[src/rtl/crossbar_pkg.sv]
// Shared types for the trigger crossbar: output modes, select-width derivation
// and the per-channel configuration record.
package crossbar_pkg;

    localparam int NUM_IN_DEF       = 12;
    localparam int NUM_OUT_DEF      = 12;
    localparam int STRETCH_BITS_DEF = 16;

    // One extra bit beyond the index width leaves a whole code space for "no source".
    function automatic int sel_bits_f(input int num_in);
        return $clog2(num_in) + 1;
    endfunction

    localparam int SEL_BITS_DEF = sel_bits_f(NUM_IN_DEF);

    typedef enum logic [1:0] {
        MODE_PASS       = 2'd0,
        MODE_INVERT     = 2'd1,
        MODE_RISE_PULSE = 2'd2,
        MODE_FALL_PULSE = 2'd3
    } mode_e;

    // Field widths follow the package defaults, which the engine's parameters default to.
    typedef struct packed {
        logic [SEL_BITS_DEF-1:0]     sel;
        mode_e                       mode;
        logic [STRETCH_BITS_DEF-1:0] stretch;
    } chan_cfg_t;

endpackage

[src/rtl/trigger_pulse_stretcher.sv]
// One crossbar output: edge detect against the previous source sample, a
// saturating stretch counter and the registered output.
module trigger_pulse_stretcher
    import crossbar_pkg::*;
#(
    parameter int STRETCH_BITS = STRETCH_BITS_DEF
) (
    input  logic                    clk,
    input  logic                    rst,
    input  logic                    src_i,
    input  logic                    clear_i,
    input  mode_e                   mode_i,
    input  logic [STRETCH_BITS-1:0] stretch_i,
    output logic                    trig_o
);

    logic [STRETCH_BITS-1:0] cnt_q, cnt_d, len;
    logic                    prev_q, prev_d;
    logic                    out_q, out_d;
    logic                    hit;

    always_comb begin
        // NOTE: every signal written here gets a default first, so no path can infer a latch.
        cnt_d  = cnt_q;
        prev_d = src_i;
        out_d  = 1'b0;
        hit    = 1'b0;
        len    = (stretch_i == '0) ? STRETCH_BITS'(1) : stretch_i;

        case (mode_i)
            MODE_PASS:       out_d = src_i;
            MODE_INVERT:     out_d = ~src_i;
            MODE_RISE_PULSE: hit   = src_i & ~prev_q;
            MODE_FALL_PULSE: hit   = ~src_i & prev_q;
            default:         out_d = 1'b0;
        endcase

        // A commit drops any pulse in flight; prev still tracks the new source, so no edge is seen.
        if (clear_i) begin
            cnt_d = '0;
        end else if (hit) begin
            cnt_d = len - STRETCH_BITS'(1);
            out_d = 1'b1;
        end else if (cnt_q != '0) begin
            cnt_d = cnt_q - STRETCH_BITS'(1);
            out_d = 1'b1;
        end
    end

    always_ff @(posedge clk) begin
        // NOTE: sequential state uses non-blocking assignments so every flop samples pre-edge values.
        if (rst) begin
            cnt_q  <= '0;
            prev_q <= 1'b0;
            out_q  <= 1'b0;
        end else begin
            cnt_q  <= cnt_d;
            prev_q <= prev_d;
            out_q  <= out_d;
        end
    end

    assign trig_o = out_q;

endmodule

[src/rtl/trigger_crossbar_engine.sv]
// Trigger crossbar: synchronises the inputs and routes any input to any output
// through shadow/active configuration with an atomic commit.
module trigger_crossbar_engine
    import crossbar_pkg::*;
#(
    parameter int NUM_IN       = NUM_IN_DEF,
    parameter int NUM_OUT      = NUM_OUT_DEF,
    parameter int STRETCH_BITS = STRETCH_BITS_DEF,
    parameter int SEL_BITS     = sel_bits_f(NUM_IN)
) (
    input  logic                       clk,
    input  logic                       rst,
    input  logic [NUM_IN-1:0]          trig_in,
    input  logic                       cfg_wr_en,
    input  logic [$clog2(NUM_OUT)-1:0] cfg_chan,
    input  logic [SEL_BITS-1:0]        cfg_sel,
    input  logic [1:0]                 cfg_mode,
    input  logic [STRETCH_BITS-1:0]    cfg_stretch,
    input  logic                       cfg_commit,
    output logic                       cfg_done,
    output logic                       cfg_err,
    output logic [NUM_OUT-1:0]         trig_out
);

    localparam int SRC_W = 2 ** SEL_BITS;

    logic [NUM_IN-1:0] sync1_q, sync2_q;
    logic [SRC_W-1:0]  src_vec;
    chan_cfg_t         shadow_q [NUM_OUT];
    chan_cfg_t         shadow_d [NUM_OUT];
    chan_cfg_t         active_q [NUM_OUT];
    chan_cfg_t         active_d [NUM_OUT];
    logic              commit_q, err_q, wr_ok;

    function automatic chan_cfg_t identity_cfg(input int chan);
        chan_cfg_t c;
        c.sel     = (chan < NUM_IN) ? SEL_BITS_DEF'(chan) : SEL_BITS_DEF'(NUM_IN);
        c.mode    = MODE_PASS;
        c.stretch = '0;
        return c;
    endfunction

    assign wr_ok = cfg_wr_en && (int'(cfg_chan) < NUM_OUT);

    // Zero-extending the synchronised inputs makes every out-of-range select read constant 0.
    assign src_vec = SRC_W'(sync2_q);

    always_comb begin
        shadow_d = shadow_q;
        if (wr_ok) begin
            shadow_d[cfg_chan] = '{sel: cfg_sel, mode: mode_e'(cfg_mode), stretch: cfg_stretch};
        end
        // Commit takes the post-write shadow, so a same-cycle write is included.
        active_d = active_q;
        if (cfg_commit) begin
            active_d = shadow_d;
        end
    end

    always_ff @(posedge clk) begin
        if (rst) begin
            sync1_q  <= '0;
            sync2_q  <= '0;
            commit_q <= 1'b0;
            err_q    <= 1'b0;
            // NOTE: the configuration arrays are reset because identity routing must hold from the first cycle.
            for (int i = 0; i < NUM_OUT; i++) begin
                shadow_q[i] <= identity_cfg(i);
                active_q[i] <= identity_cfg(i);
            end
        end else begin
            sync1_q  <= trig_in;
            sync2_q  <= sync1_q;
            commit_q <= cfg_commit;
            err_q    <= cfg_wr_en && !wr_ok;
            for (int i = 0; i < NUM_OUT; i++) begin
                shadow_q[i] <= shadow_d[i];
                active_q[i] <= active_d[i];
            end
        end
    end

    // The stretchers see the new configuration together with the clear, one edge after commit.
    for (genvar o = 0; o < NUM_OUT; o++) begin : g_out
        trigger_pulse_stretcher #(
            .STRETCH_BITS(STRETCH_BITS)
        ) u_stretch (
            .clk      (clk),
            .rst      (rst),
            .src_i    (src_vec[active_q[o].sel]),
            .clear_i  (commit_q),
            .mode_i   (active_q[o].mode),
            .stretch_i(active_q[o].stretch),
            .trig_o   (trig_out[o])
        );
    end

    assign cfg_done = commit_q;
    assign cfg_err  = err_q;

endmodule

[config.mk]
export PLATFORM = sky130hd
export DESIGN_NAME = trigger_crossbar_engine
export DESIGN_NICKNAME = d
export VERILOG_FILES = /design/src/rtl/crossbar_pkg.sv /design/src/rtl/trigger_pulse_stretcher.sv /design/src/rtl/trigger_crossbar_engine.sv
export SDC_FILE = /design/constraint.sdc
export NUM_CORES = 2
export LEC_CHECK = 0
export CAP_MARGIN = 25
export CORE_UTILIZATION = 59
export CTS_BUF_LIST = sky130_fd_sc_hd__clkbuf_8
export CTS_CLUSTER_SIZE = 14
export DETAILED_ROUTE_END_ITERATION = 10
export HOLD_SLACK_MARGIN = 0.08
export PLACE_DENSITY_LB_ADDON = 0.05
export SLEW_MARGIN = 20
export SYNTH_ARGS = -nofsm -noshare
export SYNTH_HDL_FRONTEND = slang
export SYNTH_SLANG_ARGS = --single-unit
[constraint.sdc]
create_clock -name clk -period 3.75 [get_ports clk]
set_clock_uncertainty 0.1 [all_clocks]
set_input_delay 0.5625 -clock clk [delete_from_list [all_inputs] [get_ports clk]]
set_output_delay 0.5625 -clock clk [all_outputs]
set_load 0.01 [all_outputs]
==> out/summary.txt <==
Peak supply drop: 0.5083 mV
Setup TNS: 0 ns
Logic pwr share: 0.301
End of the worst hold path: cfg_done
Worst Path Max Fanout: 4
Reg2reg end: g_out[9].u_stretch.cnt_q[14]
Total Wirelength: 85640 um
Final instance area: 38580 um2
Clk buf depth: 3
CP Capture Type: flop
Placed inst area: 35860 um2
Synth warn: 0
Clock transition at the registers of the reported paths: 0.06 ns
Vias in the first global route: 25910
Required time worst endpoint: 4.27 ns
DRC: 0
Lkg Pwr: 0.01594 uW
GRT Resource Usage Total: 0.2866
Post-DRT Antenna Nets: 0
Pwr Total: 25150 uW
Status: finished clean
Ys async rst share: 0
Final Max Slew Viols: 0
Kind of critical path: reg2reg
Reg power frac: 0.406
Width of the die: 243.6 um
Top-area cell type share of the netlist area: 0.4614
Hold_sp: cfg_commit
Worst reg2reg path startpoint: sync2_q[0]
Most frequent cells in the layout: nor2_1, dfxtp_1, mux2i_1
DRT Pass-1 Iters: 6
GPL Wtd Cong: 0.8745
Distinct cells, synth: 75
Pre-CTS WS: -0.1173 ns
Sequential fraction of the synthesis area: 0.4614
P&R area growth vs syn: 11.98%
Power density over the cells: 652.0 nW/um2
Max Cap Violations: 0
Final setup vio count: 0
Final period utilization: 0.9582
Via count: 27030
EDFF count, synth: 0
Synth Area per Inst: 9.258 um2
Post-DP HPWL: 54390 um
1st-iter DRT viols: 1691
Die Y: 243.6 um
Net Sw Frac: 0.3325
Main area contributors after synthesis: dfxtp_1, mux2i_1, nor2_1
Site Rows: 88
Max-Slew Margin vs Limit: 0.3111
Final worst slack: 0.1568 ns
Starting Density: 0.5971
Hold path depth: 2
Hold WS: 0.2171 ns
Skew-Pair Late Insertion Delay: 0.78 ns
Worst Tran Pin Value: 1.033 ns
# H-tree levels: 4
Final Hold Vio Count: 0
Largest net degree at the start of global routing: 235
Syn Inst Count: 3721
Vias/cell: 5.862
TritonCTS Buffers: 133
Unrepaired setup endpoints after global routing: no
P_sw: 8363 uW
Initial antenna violation count: 4
Fraction of layout cells with a size suffix above 1: 0.1090
Fin crit period: 3.593 ns
GRT overflow: 0
Startpoint types: flop
Core footprint: 57700 um2
Nets: 3813
Clk sinks: 794
R2r setup slk: 0.16 ns
Seq cells post-synth: 794
R2R depth: 14
WL/cell: 18.57 um
Primary FF master, synth: dfxtp_1
TritonCTS clock tree: done
Max Freq: 278.3 MHz
Die ar.: 59360 um2
Cell Int Power: 16790 uW
Area leader, netlist: dfxtp_1
CTS root buffer: clkbuf_8
Number of port buffers: 56
IO Count: 57
WP data arrival: 4.11 ns
Commonest non-fill, non-tap cell in the layout: nor2_1
Clock share of power: 0.294
Syn_nets: 3776
HP Class: in2reg
Mapped Area: 34450 um2
First-pass GRT wire length: 137100 um
## flip-flops by register name, indices dropped and copies added (netlist names)
signal / flops
g_out.u_stretch.cnt_q: 192
cfg_err: 1
sync2_q: 12
cfg_done: 1
g_out.u_stretch.prev_q: 12
active_q: 276
shadow_q: 276
sync1_q: 12
g_out.u_stretch.trig_o: 12
## cell usage after synthesis (6+ instances only)
library cell    n
buf_1          20
or3_1          33
a311oi_1       11
mux2i_1       436
or2_2          25
nor3b_1        30
nor3_1        115
dfxtp_1       794
nand3_1        46
nor4_1         61
nand3b_1       17
buf_2          31
xnor2_1       115
o22ai_1        34
o41ai_1         6
xor2_1         97
nand4_1        13
nand2_1       107
nor2_1        821
nor2b_1        46
nand2b_1       50
a31oi_1        10
clkbuf_1      197
o31ai_1        20
a21oi_1        60
mux4_2         24
and3_1         25
ha_1           12
mux2_2         16
or4_1          22
o21ai_0        27
inv_1          10
buf_4          15
a211oi_1      297
## worst max-delay path by stage
stage | from | endpoint | slack, ns | cells past startpoint
floorplan | sync2_q[5] | g_out[4].u_stretch.cnt_q[14] | 0.03 | 17
global placement | sync2_q[7] | g_out[9].u_stretch.cnt_q[14] | 0.11 | 14
detailed placement | active_q[64] | g_out[9].u_stretch.cnt_q[12] | -0.12 | 12
CTS | active_q[64] | g_out[9].u_stretch.cnt_q[12] | 0.02 | 12
global route | active_q[19] | g_out[11].u_stretch.cnt_q[8] | 0.01 | 16
finish | sync2_q[0] | g_out[9].u_stretch.cnt_q[14] | 0.16 | 14
## layer usage
layer | share of wire | vias to the layer above | wire, um | global-route usage
met4 | 0.024 | 2 | 2061 | 0.09614
li1 | - | 13210 | - | -
met1 | 0.46 | 13020 | 39030 | 0.3810
met5 | 0.00013 | - | 11 | 0
met3 | 0.050 | 147 | 4301 | 0.05387
met2 | 0.47 | 651 | 40240 | 0.4672
## critical path, stage by stage, from the launching register on
cell      delay, ns
dfxtp_1        0.36
buf_4          0.16
mux4_2         0.45
mux2i_1        0.14
o21ai_1        0.11
nand2b_1       0.17
mux2i_4        0.35
mux2i_2        0.26
ha_2           0.24
nand2b_1       0.11
or4_4          0.47
nand3b_1       0.18
o21ai_0        0.11
xor2_1         0.17
nor2_1         0.06
## per-stage QoR
step / util / cells
after floorplan: - / 3721
after global placement: 0.6215 / 4380
after detailed placement: 0.6215 / 4380
after CTS: 0.6664 / 4604
after global routing: 0.6687 / 4611
final: 0.6687 / 4611
## power by group through the flow
stage	clock network, uW	registers, uW	logic, uW
after floorplan	0	10100	5870
after global placement	0	10300	7140
after detailed placement	0	10300	7390
after CTS	7560	10200	7460
after global routing	7950	10300	8390
final	7390	10200	7560
## what timing repair did
action	4_1_cts	5_1_grt
hold endpoints to repair	1	0
endpoints found under the setup margin	3	15
pin swaps	1	3
resized for setup	5	27
buffers inserted	2	5
hold buffers	1	0
## final cells by class
type | count | area (um2)
Timing Repair Buffer | 165 | 1501
Fill cell | 4783 | 19120
Multi-Input combinational cell | 2654 | 17620
Clock inverter | 58 | 300.3
Inverter | 10 | 37.54
Clock buffer | 163 | 2243
Sequential cell | 794 | 15910
Tap cell | 765 | 957.2
Antenna cell | 2 | 5.005
## kinds of logic (layout without fill, tap and decap cells)
family / count (synthesis) / in the layout / synth area share
AO/OA/AOI/OAI: 518 / 518 / 0.1072
XOR/XNOR: 212 / 212 / 0.05390
adder cells (fa/ha/maj): 12 / 12 / 0.004358
buffers and inverters: 273 / 396 / 0.03251
flip-flops: 794 / 794 / 0.4614
multiplexers: 480 / 480 / 0.1495
other: 0 / 2 / 0
AND/OR/NAND/NOR: 1432 / 1432 / 0.1912
No activity file was read; power rests on OpenSTA's default activity.
